## config.mk

```make
export PLATFORM = sky130hd
export DESIGN_NAME = pipe_hazard_ctrl
export DESIGN_NICKNAME = d
export VERILOG_FILES = /design/src/rtl/pipe_hazard_ctrl.sv
export SDC_FILE = /design/constraint.sdc
export NUM_CORES = 1
export LEC_CHECK = 0
export CORE_UTILIZATION = 48
export DETAILED_ROUTE_END_ITERATION = 16
export HOLD_SLACK_MARGIN = 0.1
export PLACE_DENSITY = 0.95
export SLEW_MARGIN = 30
export SYNTH_ARGS = -nofsm -noshare
export SYNTH_HDL_FRONTEND = slang
export SYNTH_SLANG_ARGS = --single-unit
```

## constraint.sdc

```tcl
create_clock -name Clk -period 7.8 [get_ports Clk]
set_clock_uncertainty 0.2 [all_clocks]
set_input_delay 2.34 -clock Clk [delete_from_list [all_inputs] [get_ports Clk]]
set_output_delay 2.34 -clock Clk [all_outputs]
set_load 0.05 [all_outputs]
```

## src/rtl/pipe_hazard_ctrl.sv

```systemverilog
// Hazard control for a five-stage MIPS-style pipeline: freeze, redirect flush,
// load-use bubble, registered EX forwarding selects and saturating event counters.
module pipe_hazard_ctrl (
    input  logic        Clk,
    input  logic        Reset,
    input  logic [4:0]  ID_Rs,
    input  logic [4:0]  ID_Rt,
    input  logic        ID_UsesRt,
    input  logic [4:0]  EX_Rw,
    input  logic        EX_RegWr,
    input  logic        EX_MemtoReg,
    input  logic [4:0]  MEM_Rw,
    input  logic        MEM_RegWr,
    input  logic        MEM_Branch,
    input  logic        MEM_Zero,
    input  logic        MEM_Jump,
    input  logic        Ext_Stall,
    output logic        Pipe_En,
    output logic        PC_Write,
    output logic        IFID_Write,
    output logic        IDEX_Bubble,
    output logic        Flush_IFID,
    output logic        Flush_IDEX,
    output logic        Flush_EXMEM,
    output logic [1:0]  PC_Sel,
    output logic [1:0]  FwdA,
    output logic [1:0]  FwdB,
    output logic [15:0] Stall_Cnt,
    output logic [15:0] Flush_Cnt
);

    typedef enum logic [1:0] {
        FWD_REG   = 2'b00,
        FWD_EXMEM = 2'b01,
        FWD_MEMWB = 2'b10
    } fwd_sel_e;

    localparam logic [1:0] SEL_PC4  = 2'b00;
    localparam logic [1:0] SEL_BTGT = 2'b01;
    localparam logic [1:0] SEL_JTGT = 2'b10;
    localparam logic [15:0] CNT_MAX = 16'hFFFF;

    logic     taken_branch;
    logic     redirect;
    logic     load_use;
    logic     stall_now;
    logic     flush_now;
    logic     ex_fwd_ok;
    logic     mem_fwd_ok;
    fwd_sel_e fwd_a_next;
    fwd_sel_e fwd_b_next;

    // Ext_Stall dominates redirect, and redirect dominates the load-use stall.
    always_comb begin
        taken_branch = MEM_Branch & MEM_Zero;
        redirect     = taken_branch | MEM_Jump;
        load_use     = EX_MemtoReg & EX_RegWr & (EX_Rw != 5'd0) &
                       ((EX_Rw == ID_Rs) | (ID_UsesRt & (EX_Rw == ID_Rt)));
        flush_now    = ~Ext_Stall & redirect;
        stall_now    = ~Ext_Stall & ~redirect & load_use;

        Pipe_En      = ~Ext_Stall;
        PC_Write     = ~Ext_Stall & ~stall_now;
        IFID_Write   = ~Ext_Stall & ~stall_now;
        IDEX_Bubble  = stall_now;
        Flush_IFID   = flush_now;
        Flush_IDEX   = flush_now;
        Flush_EXMEM  = flush_now;

        PC_Sel = SEL_PC4;
        if (!Ext_Stall) begin
            if (MEM_Jump)
                PC_Sel = SEL_JTGT;
            else if (taken_branch)
                PC_Sel = SEL_BTGT;
        end
    end

    // Register 0 is hardwired to zero, so it is never a forwarding source.
    always_comb begin
        ex_fwd_ok  = EX_RegWr & (EX_Rw != 5'd0);
        mem_fwd_ok = MEM_RegWr & (MEM_Rw != 5'd0);

        fwd_a_next = FWD_REG;
        if (ex_fwd_ok && EX_Rw == ID_Rs)
            fwd_a_next = FWD_EXMEM;
        else if (mem_fwd_ok && MEM_Rw == ID_Rs)
            fwd_a_next = FWD_MEMWB;

        fwd_b_next = FWD_REG;
        if (ID_UsesRt) begin
            if (ex_fwd_ok && EX_Rw == ID_Rt)
                fwd_b_next = FWD_EXMEM;
            else if (mem_fwd_ok && MEM_Rw == ID_Rt)
                fwd_b_next = FWD_MEMWB;
        end
    end

    // Selects travel with the ID instruction into EX; bubbles and flushes carry no operands.
    always_ff @(posedge Clk) begin
        if (Reset) begin
            FwdA      <= FWD_REG;
            FwdB      <= FWD_REG;
            Stall_Cnt <= 16'd0;
            Flush_Cnt <= 16'd0;
        end else if (!Ext_Stall) begin
            if (stall_now || flush_now) begin
                FwdA <= FWD_REG;
                FwdB <= FWD_REG;
            end else begin
                FwdA <= fwd_a_next;
                FwdB <= fwd_b_next;
            end
            if (stall_now && Stall_Cnt != CNT_MAX)
                Stall_Cnt <= Stall_Cnt + 16'd1;
            if (flush_now && Flush_Cnt != CNT_MAX)
                Flush_Cnt <= Flush_Cnt + 16'd1;
        end
    end

endmodule

```

; Yosys cells after proc, flatten, opt, wreduce, memory -nomap -nowiden
; Cells that the tools add are included.
[word_totals]
reg_bits = 36
latch_bits = 0
ram_bits = 0
rom_bits = 0
input_bits = 30
wordCells = 49
memories = 0
[op_classes]
n_addsub = 2
multipliers = 0
div = 0
order_cmp = 0
n_eq_ne = 6
shift = 0
mux = 10
bitwise = 16
reduce_logical = 11
[ops]
columns = cell, count
row1 = "16-bit by 1-bit adder with 16-bit output, second input constant", 2
row2 = "16-bit != test, second input constant", 2
row3 = 5-bit equality test, 4
row4 = 2-bit 2-to-1 mux, 9
row5 = 1-bit bitwise AND, 11
row6 = 5-bit nonzero test, 2
row7 = 1-bit logical AND, 6
row8 = 2-bit AND reduction, 2
row9 = 1-bit NOT, 3
row10 = 1-bit bitwise OR, 2
row11 = 1-bit logical OR, 1
row12 = 1-bit 2-to-1 mux, 1

; Depth between registers and ports, before layout
; Gate-level depths: netlist of run 1.
[depth]
ltp_word = 7
mapped_depth = 9
mapped_depth_nobuf = 7

; Least setup slack after synthesis of run 1
; OpenSTA, ideal clock, no wires.
[synth_timing]
path_type = input to output
startpoint = input EX_Rw[1]
endpoint = output PC_Write
arrival_time_ns = 4.655
path_slack_ns = 0.605
stages = 6
path_buffers = 1
cell_sequence = or4_4 > o211ai_2 > o21bai_1 > inv_1 > nor2_1 > buf_4
[synth_via]
elab_chain_cells = 7
word_cells_on_any_way = 10
classes_between = eq/ne (2) / bitwise (7) / reduce/logical (1)
[synth_lines]
columns = item, line
row1 = from (decl), 9  ; input logic [4:0] EX_Rw,
row2 = 5-bit equality test, 58  ; ((EX_Rw == ID_Rs) | (ID_UsesRt & (EX_Rw == ID_Rt)));
row3 = 1-bit bitwise AND, 58
row4 = 1-bit bitwise OR, 58
row5 = 1-bit bitwise AND (*), 57  ; load_use = EX_MemtoReg & EX_RegWr & (EX_Rw != 5'd0) &
row6 = 1-bit bitwise AND (*), 60  ; stall_now = ~Ext_Stall & ~redirect & load_use;
row7 = net IDEX_Bubble, 21  ; output logic IDEX_Bubble,
row8 = 1-bit NOT (*), n/a
row9 = 1-bit bitwise AND (*), n/a
row10 = to (decl), 19  ; output logic PC_Write,
; The timed path passes the listed nets; every way through them passes the cells marked *.

; Worst setup path after layout of run 1
[layout_timing]
startpoint = input EX_Rw[0]
endpoint = output IDEX_Bubble
[layout_via]
elab_chain_cells = 5
word_cells_on_any_way = 8
classes_between = eq/ne (2) / bitwise (5) / reduce/logical (1)
[layout_lines]
columns = item, line
row1 = 5-bit equality test, 58
row2 = 1-bit bitwise AND, 58
row3 = 1-bit bitwise OR, 58
row4 = 1-bit bitwise AND (*), 57
row5 = 1-bit bitwise AND (*), 60
row6 = to (decl), 21
; Every way passes the cells marked *; elsewhere a longest branch is shown, timed or not.

==> results of run 1 <==
==> path summary, 6_finish.rpt <==
| check | from | to | slack (ps) | cells after the start |
|---|---|---|---|---|
| worst min-delay path | FwdA[1]$_SDFFE_PP0N_ | FwdA[1]$_SDFFE_PP0N_ | 250 | 2 |
| worst max-delay path | EX_Rw[0] | IDEX_Bubble | 540 | 7 |
| worst min register to register | FwdA[1]$_SDFFE_PP0N_ | FwdA[1]$_SDFFE_PP0N_ | 250 | 2 |
| worst max register to register | Stall_Cnt[4]$_SDFFE_PP0P_ | Stall_Cnt[1]$_SDFFE_PP0P_ | 5560 | 6 |
==> layout make-up <==
| type | instances | area share, % |
|---|---|---|
| Clock inverter | 1 | 0.308 |
| Sequential cell | 36 | 25.3 |
| Clock buffer | 7 | 2.68 |
| Inverter | 4 | 0.527 |
| Multi-Input combinational cell | 194 | 42.9 |
| Timing Repair Buffer | 75 | 26.1 |
| Tap cell | 50 | 2.20 |
==> cell usage after synthesis (all sizes together) (4+ instances only) <==
| library cell | count | area [um2] |
|---|---|---|
| dfxtp | 36 | 721 |
| nor2 | 29 | 109 |
| xor2 | 26 | 228 |
| nand2 | 22 | 82.6 |
| o21ai | 12 | 67.6 |
| a21oi | 10 | 50.1 |
| nand3 | 10 | 50.1 |
| nand4 | 10 | 62.6 |
| xnor2 | 10 | 87.6 |
| or4 | 9 | 71.3 |
| nor3 | 8 | 40.0 |
| or3 | 6 | 37.5 |
| buf | 5 | 45.0 |
| clkbuf | 5 | 18.8 |
| and4 | 4 | 35.0 |
| inv | 4 | 15.0 |
| nor2b | 4 | 25.0 |
| o31ai | 4 | 30.0 |
==> critical path: cells and delay by family <==
family / cells / cell delay [ps]
AOI/OAI and AO/OA: 1 / 200
buffers and inverters: 3 / 1530
xor gates and xnor gates: 1 / 150
and+or+nand+nor: 2 / 480
==> cell families (layout without fill, tap and decap cells) <==
family	count (synthesis)	after routing
flip-flops	36	36
AND/OR/NAND/NOR	113	113
multiplexers	2	2
AO/OA/AOI/OAI	41	41
XOR/XNOR	36	36
adder cells (fa/ha/maj)	2	2
buffers and inverters	14	87
==> registers in the layout (all words and copies together), names as in the netlist <==
name,count
FwdB,2
FwdA,2
Stall_Cnt,16
Flush_Cnt,16
==> power groups by stage <==
stage / registers, W / clock network [W] / logic [W]
finish: 0.000186 / 0.000134 / 0.0000604
global placement: 0.000190 / 0 / 0.0000581
floorplan: 0.000193 / 0 / 0.0000282
CTS: 0.000186 / 0.000135 / 0.0000602
detailed placement: 0.000190 / 0 / 0.0000596
global route: 0.000186 / 0.000143 / 0.0000642
==> per-stage QoR <==
stage          hold WS, ps  utilization (%)
5_1_grt                283             70.7
6_report               249             70.7
2_1_floorplan          459                -
3_5_place_dp           245             68.6
3_3_place_gp           233             68.6
4_1_cts                254             70.7
==> layer usage <==
layer | global-route usage, % | vias up
met5 | 0 | -
met4 | 11.2 | 0
li1 | - | 1020
met3 | 7.02 | 10
met2 | 47.2 | 67
met1 | 28.4 | 974
==> flow_summary.json, run 1 <==
{
  "drc": 0,
  "routed_wl_um": 5490,
  "gp_congestion": 0.875,
  "ant_nets": 0,
  "met1_length_um": 2230,
  "min_path_type": "register to register",
  "mostFrequentLayoutCells": "72 x clkdlybuf4s50_1, 36 x dfxtp_1, 29 x nor2_1, 26 x xor2_1, 22 x nand2_1",
  "power.internal_w": 0.000276,
  "clock_path_buffers": 2,
  "switching_share_pct": 27.5,
  "post_cts_buffers": 0,
  "antenna_found_initial": 0,
  "seq_area_um2": 721,
  "io_pins": 75,
  "final_common_cell": "clkdlybuf4s50_1",
  "dieArea_um2": 4470,
  "worst_pin_slew_ps": 759,
  "yosysWarnings": 0,
  "setup_viol": 0,
  "synthArstFlopShare_pct": 0,
  "drv_slew": 0,
  "power_w": 0.000381,
  "num_antenna_cells": 0,
  "finalCritPeriodShare_pct": 93.0,
  "place_area_um2": 2760,
  "ir_drop_uv": 123,
  "numCtsBuffers": 5,
  "syn-num-nets": 276,
  "cts_tree": "yes",
  "syn_inst": 244,
  "p_seq_share_pct": 48.8,
  "cts_root_buf": "clkbuf_8",
  "hold_buffers": 0,
  "ys_seq_area_share_pct": 35.7,
  "grt_max_degree": 40,
  "crit_type": "primary input to output pin",
  "rsz0062_at_grt": "no",
  "die_h_um": 66.9,
  "cellPowerDensity_nw_per_um2": 134,
  "end_kind": "output pin",
  "clkLatencyLatePin_ps": 290,
  "rows": 23,
  "p_clk_share_pct": 35.3,
  "grt-ovfl-total": 0,
  "drive_above_1_share_pct": 4.73,
  "synthMuxAreaShare_pct": 0.991,
  "top_layer": "met4",
  "finalSetupTns_ps": 0,
  "drtPass1Iterations": 4,
  "viasPerCell": 5.64,
  "cp.arrival_ps": 4720,
  "startpoint_type": "primary input",
  "coreArea_um2": 4030,
  "cts_max_level": 2,
  "ys_ff_latch": 36,
  "synth_top_family_by_area": "simple AND/OR/NAND/NOR gates",
  "start_util_pct": 50.2,
  "ys.flop_type": "dfxtp_1",
  "grt_util_all_layers_pct": 26.2,
  "wl_per_cell_um": 15.0,
  "yosysUniqueCellTypes": 42,
  "outcome": "finished, final reports clean",
  "crit_fanout": 7,
  "chipWidth_um": 66.9,
  "wl_met2_um": 2810,
  "io_buffers": 74,
  "dp_hpwl_um": 4100,
  "power.switching_w": 0.000105,
  "power_frac_comb_pct": 15.9,
  "synth_area_um2": 2020,
  "cp_common_cell": "clkdlybuf4s50_1",
  "num-fill-cells": 327,
  "area_delta_synth_final_pct": 40.9,
  "grt_pass1_wl_um": 8740,
  "cp_cell_sequence": "clkdlybuf4s50_1 -> xnor2_1 -> nand4_1 -> nor2_1 -> o21bai_1 -> inv_1 -> clkdlybuf4s50_1",
  "hold_violations": 0,
  "wl_met3_um": 357,
  "finalCriticalPeriod_ps": 7260,
  "via_count": 2071,
  "cts.repair.resized": 0,
  "clkSinkCount": 36,
  "place_inst": 359,
  "crit_required_ps": 5260,
  "synth_xor_area_share_pct": 15.6,
  "stdcell_count": 367,
  "grt_pass1_vias": 1985,
  "stdcell_area_um2": 2850,
  "place_ws_ps": 590,
  "critPathMaxStageDelay_ps": 810,
  "synth_compound_area_share_pct": 13.6,
  "synth_edf_count": 0,
  "nNetsFinal": 348,
  "multi_input_area_um2": 1220,
  "leakage_nw": 0.987,
  "drv_cap": 0,
  "synthSimpleGateAreaFrac_pct": 29.0,
  "cpMaxStageDelayCell": "clkdlybuf4s50_1",
  "drtIter0Drc": 127,
  "clk_pin_slew_ps": 70,
  "setup_ws_ps": 545,
  "avgSynthCellArea_um2": 8.28,
  "synth_fa_ha_area_share_pct": 1.24,
  "fmax_mhz": 138,
  "max-slew-margin-rel_pct": 49.0
}
(Power assumes the default switching activity.)
==> run 2: changes to the inputs <==
--- a/config.mk
+++ b/config.mk
@@ -5,6 +5,7 @@
 export SDC_FILE = /design/constraint.sdc
 export NUM_CORES = 1
 export LEC_CHECK = 0
+export CORE_MARGIN = 8
 export CORE_UTILIZATION = 48
 export DETAILED_ROUTE_END_ITERATION = 16
 export HOLD_SLACK_MARGIN = 0.1
@@ -13,3 +14,4 @@
 export SYNTH_ARGS = -nofsm -noshare
 export SYNTH_HDL_FRONTEND = slang
 export SYNTH_SLANG_ARGS = --single-unit
+export TNS_END_PERCENT = 30
==> run 2 against run 1 <==
  * Clock power grew 35%
  * Clock-buffer cell count is the same
  * Hold slack gained 14 ps
  * Via count grew 1.4%
  * Flip-flop and latch count is the same
  * Final cell count is the same
  * Largest cell class unchanged
  * Critical endpoint unchanged
  * Design area grew 1.4%
==> flow_summary.json, run 2 (synthesis gave the netlist of run 1 again) <==
{
  "cts.repair.resized": 0,
  "p_seq_share_pct": 43.5,
  "drtIter0Drc": 128,
  "fmax_mhz": 137,
  "cts_root_buf": "clkbuf_8",
  "io_buffers": 74,
  "dp_hpwl_um": 4580,
  "wl_per_cell_um": 16.7,
  "power_frac_comb_pct": 14.1,
  "mostFrequentLayoutCells": "72 x clkdlybuf4s50_1, 36 x dfxtp_1, 29 x nor2_1, 26 x xor2_1, 22 x nand2_1",
  "rsz0062_at_grt": "no",
  "hold_start": "FwdA[1]$_SDFFE_PP0N_",
  "grt_pass1_vias": 2090,
  "rows": 23,
  "cp.arrival_ps": 4750,
  "clock_path_buffers": 2,
  "worst_pin_slew_ps": 818,
  "clkSinkCount": 36,
  "drive_above_1_share_pct": 5.36,
  "clk_pin_slew_ps": 70,
  "hold_violations": 0,
  "startpoint_type": "primary input",
  "crit_required_ps": 5260,
  "num_antenna_cells": 0,
  "viasPerCell": 5.72,
  "ant_nets": 0,
  "setup_viol": 0,
  "max-slew-margin-rel_pct": 45.1,
  "switching_share_pct": 24.0,
  "cts_tree": "yes",
  "die_h_um": 80.9,
  "drc": 0,
  "gp_congestion": 0.880,
  "grt_pass1_wl_um": 9970,
  "hold_buffers": 0,
  "area_delta_synth_final_pct": 43.0,
  "antenna_found_initial": 0,
  "cts_max_level": 2,
  "start_util_pct": 50.2,
  "reg_top3": "Flush_Cnt: 16 flops, Stall_Cnt: 16 flops",
  "grt-ovfl-total": 0,
  "finalCritPeriodShare_pct": 93.4,
  "hold_depth": 2,
  "chipWidth_um": 80.9,
  "min_path_type": "register to register",
  "power.switching_w": 0.000102,
  "stdcell_area_um2": 2890,
  "ir_drop_uv": 127,
  "end_kind": "output pin",
  "finalCriticalPeriod_ps": 7290,
  "nNetsFinal": 348,
  "final_core_util_pct": 71.7,
  "p_clk_share_pct": 42.4,
  "drtPass1Iterations": 4,
  "coreArea_um2": 4030,
  "place_area_um2": 2760,
  "crit_fanout": 7,
  "power.internal_w": 0.000325,
  "numCtsBuffers": 5,
  "drv_slew": 0,
  "routed_wl_um": 6120,
  "r2r_end": "Flush_Cnt[9]$_SDFFE_PP0P_",
  "num-fill-cells": 329,
  "clkLatencyLatePin_ps": 290,
  "finalSetupTns_ps": 0,
  "dieArea_um2": 6540,
  "outcome": "finished, final reports clean",
  "holdWs_ps": 262,
  "leakage_nw": 1.01,
  "drv_cap": 0,
  "grt_max_degree": 40,
  "cellPowerDensity_nw_per_um2": 148,
  "final_common_cell": "clkdlybuf4s50_1",
  "io_pins": 75,
  "grt_util_all_layers_pct": 19.1,
  "rr_startpoint": "Flush_Cnt[7]$_SDFFE_PP0P_",
  "hold_end": "FwdA[1]$_SDFFE_PP0N_",
  "post_cts_buffers": 0,
  "reg2reg_depth": 6,
  "via_count": 2100,
  "rrSetupSlack_ps": 5570,
  "crit_type": "primary input to output pin"
}
run 2: cell types whose count changed in the layout (fill, tap and decap cells not counted):
cell and change:
bufinv_16 +1, clkbuf_1 -2, clkbuf_8 +2, clkinv_4 -1
run 2: worst max path at each step:
stage                         from          end  slack [ps]  depth (start not counted)
after floorplan           EX_Rw[1]     PC_Write         610                          6
after global placement    EX_Rw[1]  IDEX_Bubble         640                          6
after detailed placement  EX_Rw[1]  IDEX_Bubble         560                          6
after CTS                 EX_Rw[1]  IDEX_Bubble         520                          6
after global routing      EX_Rw[0]  IDEX_Bubble         400                          7
final                     EX_Rw[1]  IDEX_Bubble         510                          6
run 2: layout make-up:
| class | instances | area, um2 | share of cell area, % |
|---|---|---|---|
| flip-flops and latches | 36 | 721 | 24.9 |
| inverters | 4 | 15.0 | 0.520 |
| multi-input cells | 194 | 1220 | 42.3 |
| repair buffers | 75 | 743 | 25.7 |
| clock buffers | 7 | 96.3 | 3.33 |
| well taps | 50 | 62.6 | 2.17 |
| clock inverters | 1 | 30.0 | 1.04 |
run 2: worst max-delay path, stage by stage:
cell	delay, ps
clkdlybuf4s50_1	470
or4_4	570
o211ai_2	180
o21bai_1	280
inv_1	170
clkdlybuf4s50_1	740
run 2: metrics by stage:
| step | instances | total power [W] | worst slack, ps |
|---|---|---|---|
| after global placement | 359 | 0.000248 | 635 |
| after CTS | 367 | 0.000430 | 522 |
| after detailed placement | 359 | 0.000250 | 557 |
| final | 367 | 0.000427 | 514 |
| after global routing | 367 | 0.000442 | 405 |
| after floorplan | 244 | 0.000221 | 605 |
run 2: power by group through the flow:
stage	combinational [W]	clock, W	sequential (W)
after floorplan	0.0000282	0	0.000193
after global placement	0.0000584	0	0.000190
after detailed placement	0.0000599	0	0.000190
after CTS	0.0000602	0.000184	0.000186
after global routing	0.0000639	0.000192	0.000186
final	0.0000603	0.000181	0.000186
run 2: layer usage:
| layer | vias up | share of wire, % | track usage [%] |
|---|---|---|---|
| met4 | 0 | 2.9 | 7.14 |
| met2 | 84 | 50 | 34.7 |
| met5 | - | 0 | 0 |
| met1 | 979 | 39 | 20.0 |
| met3 | 21 | 8.0 | 6.40 |
| li1 | 1016 | - | - |
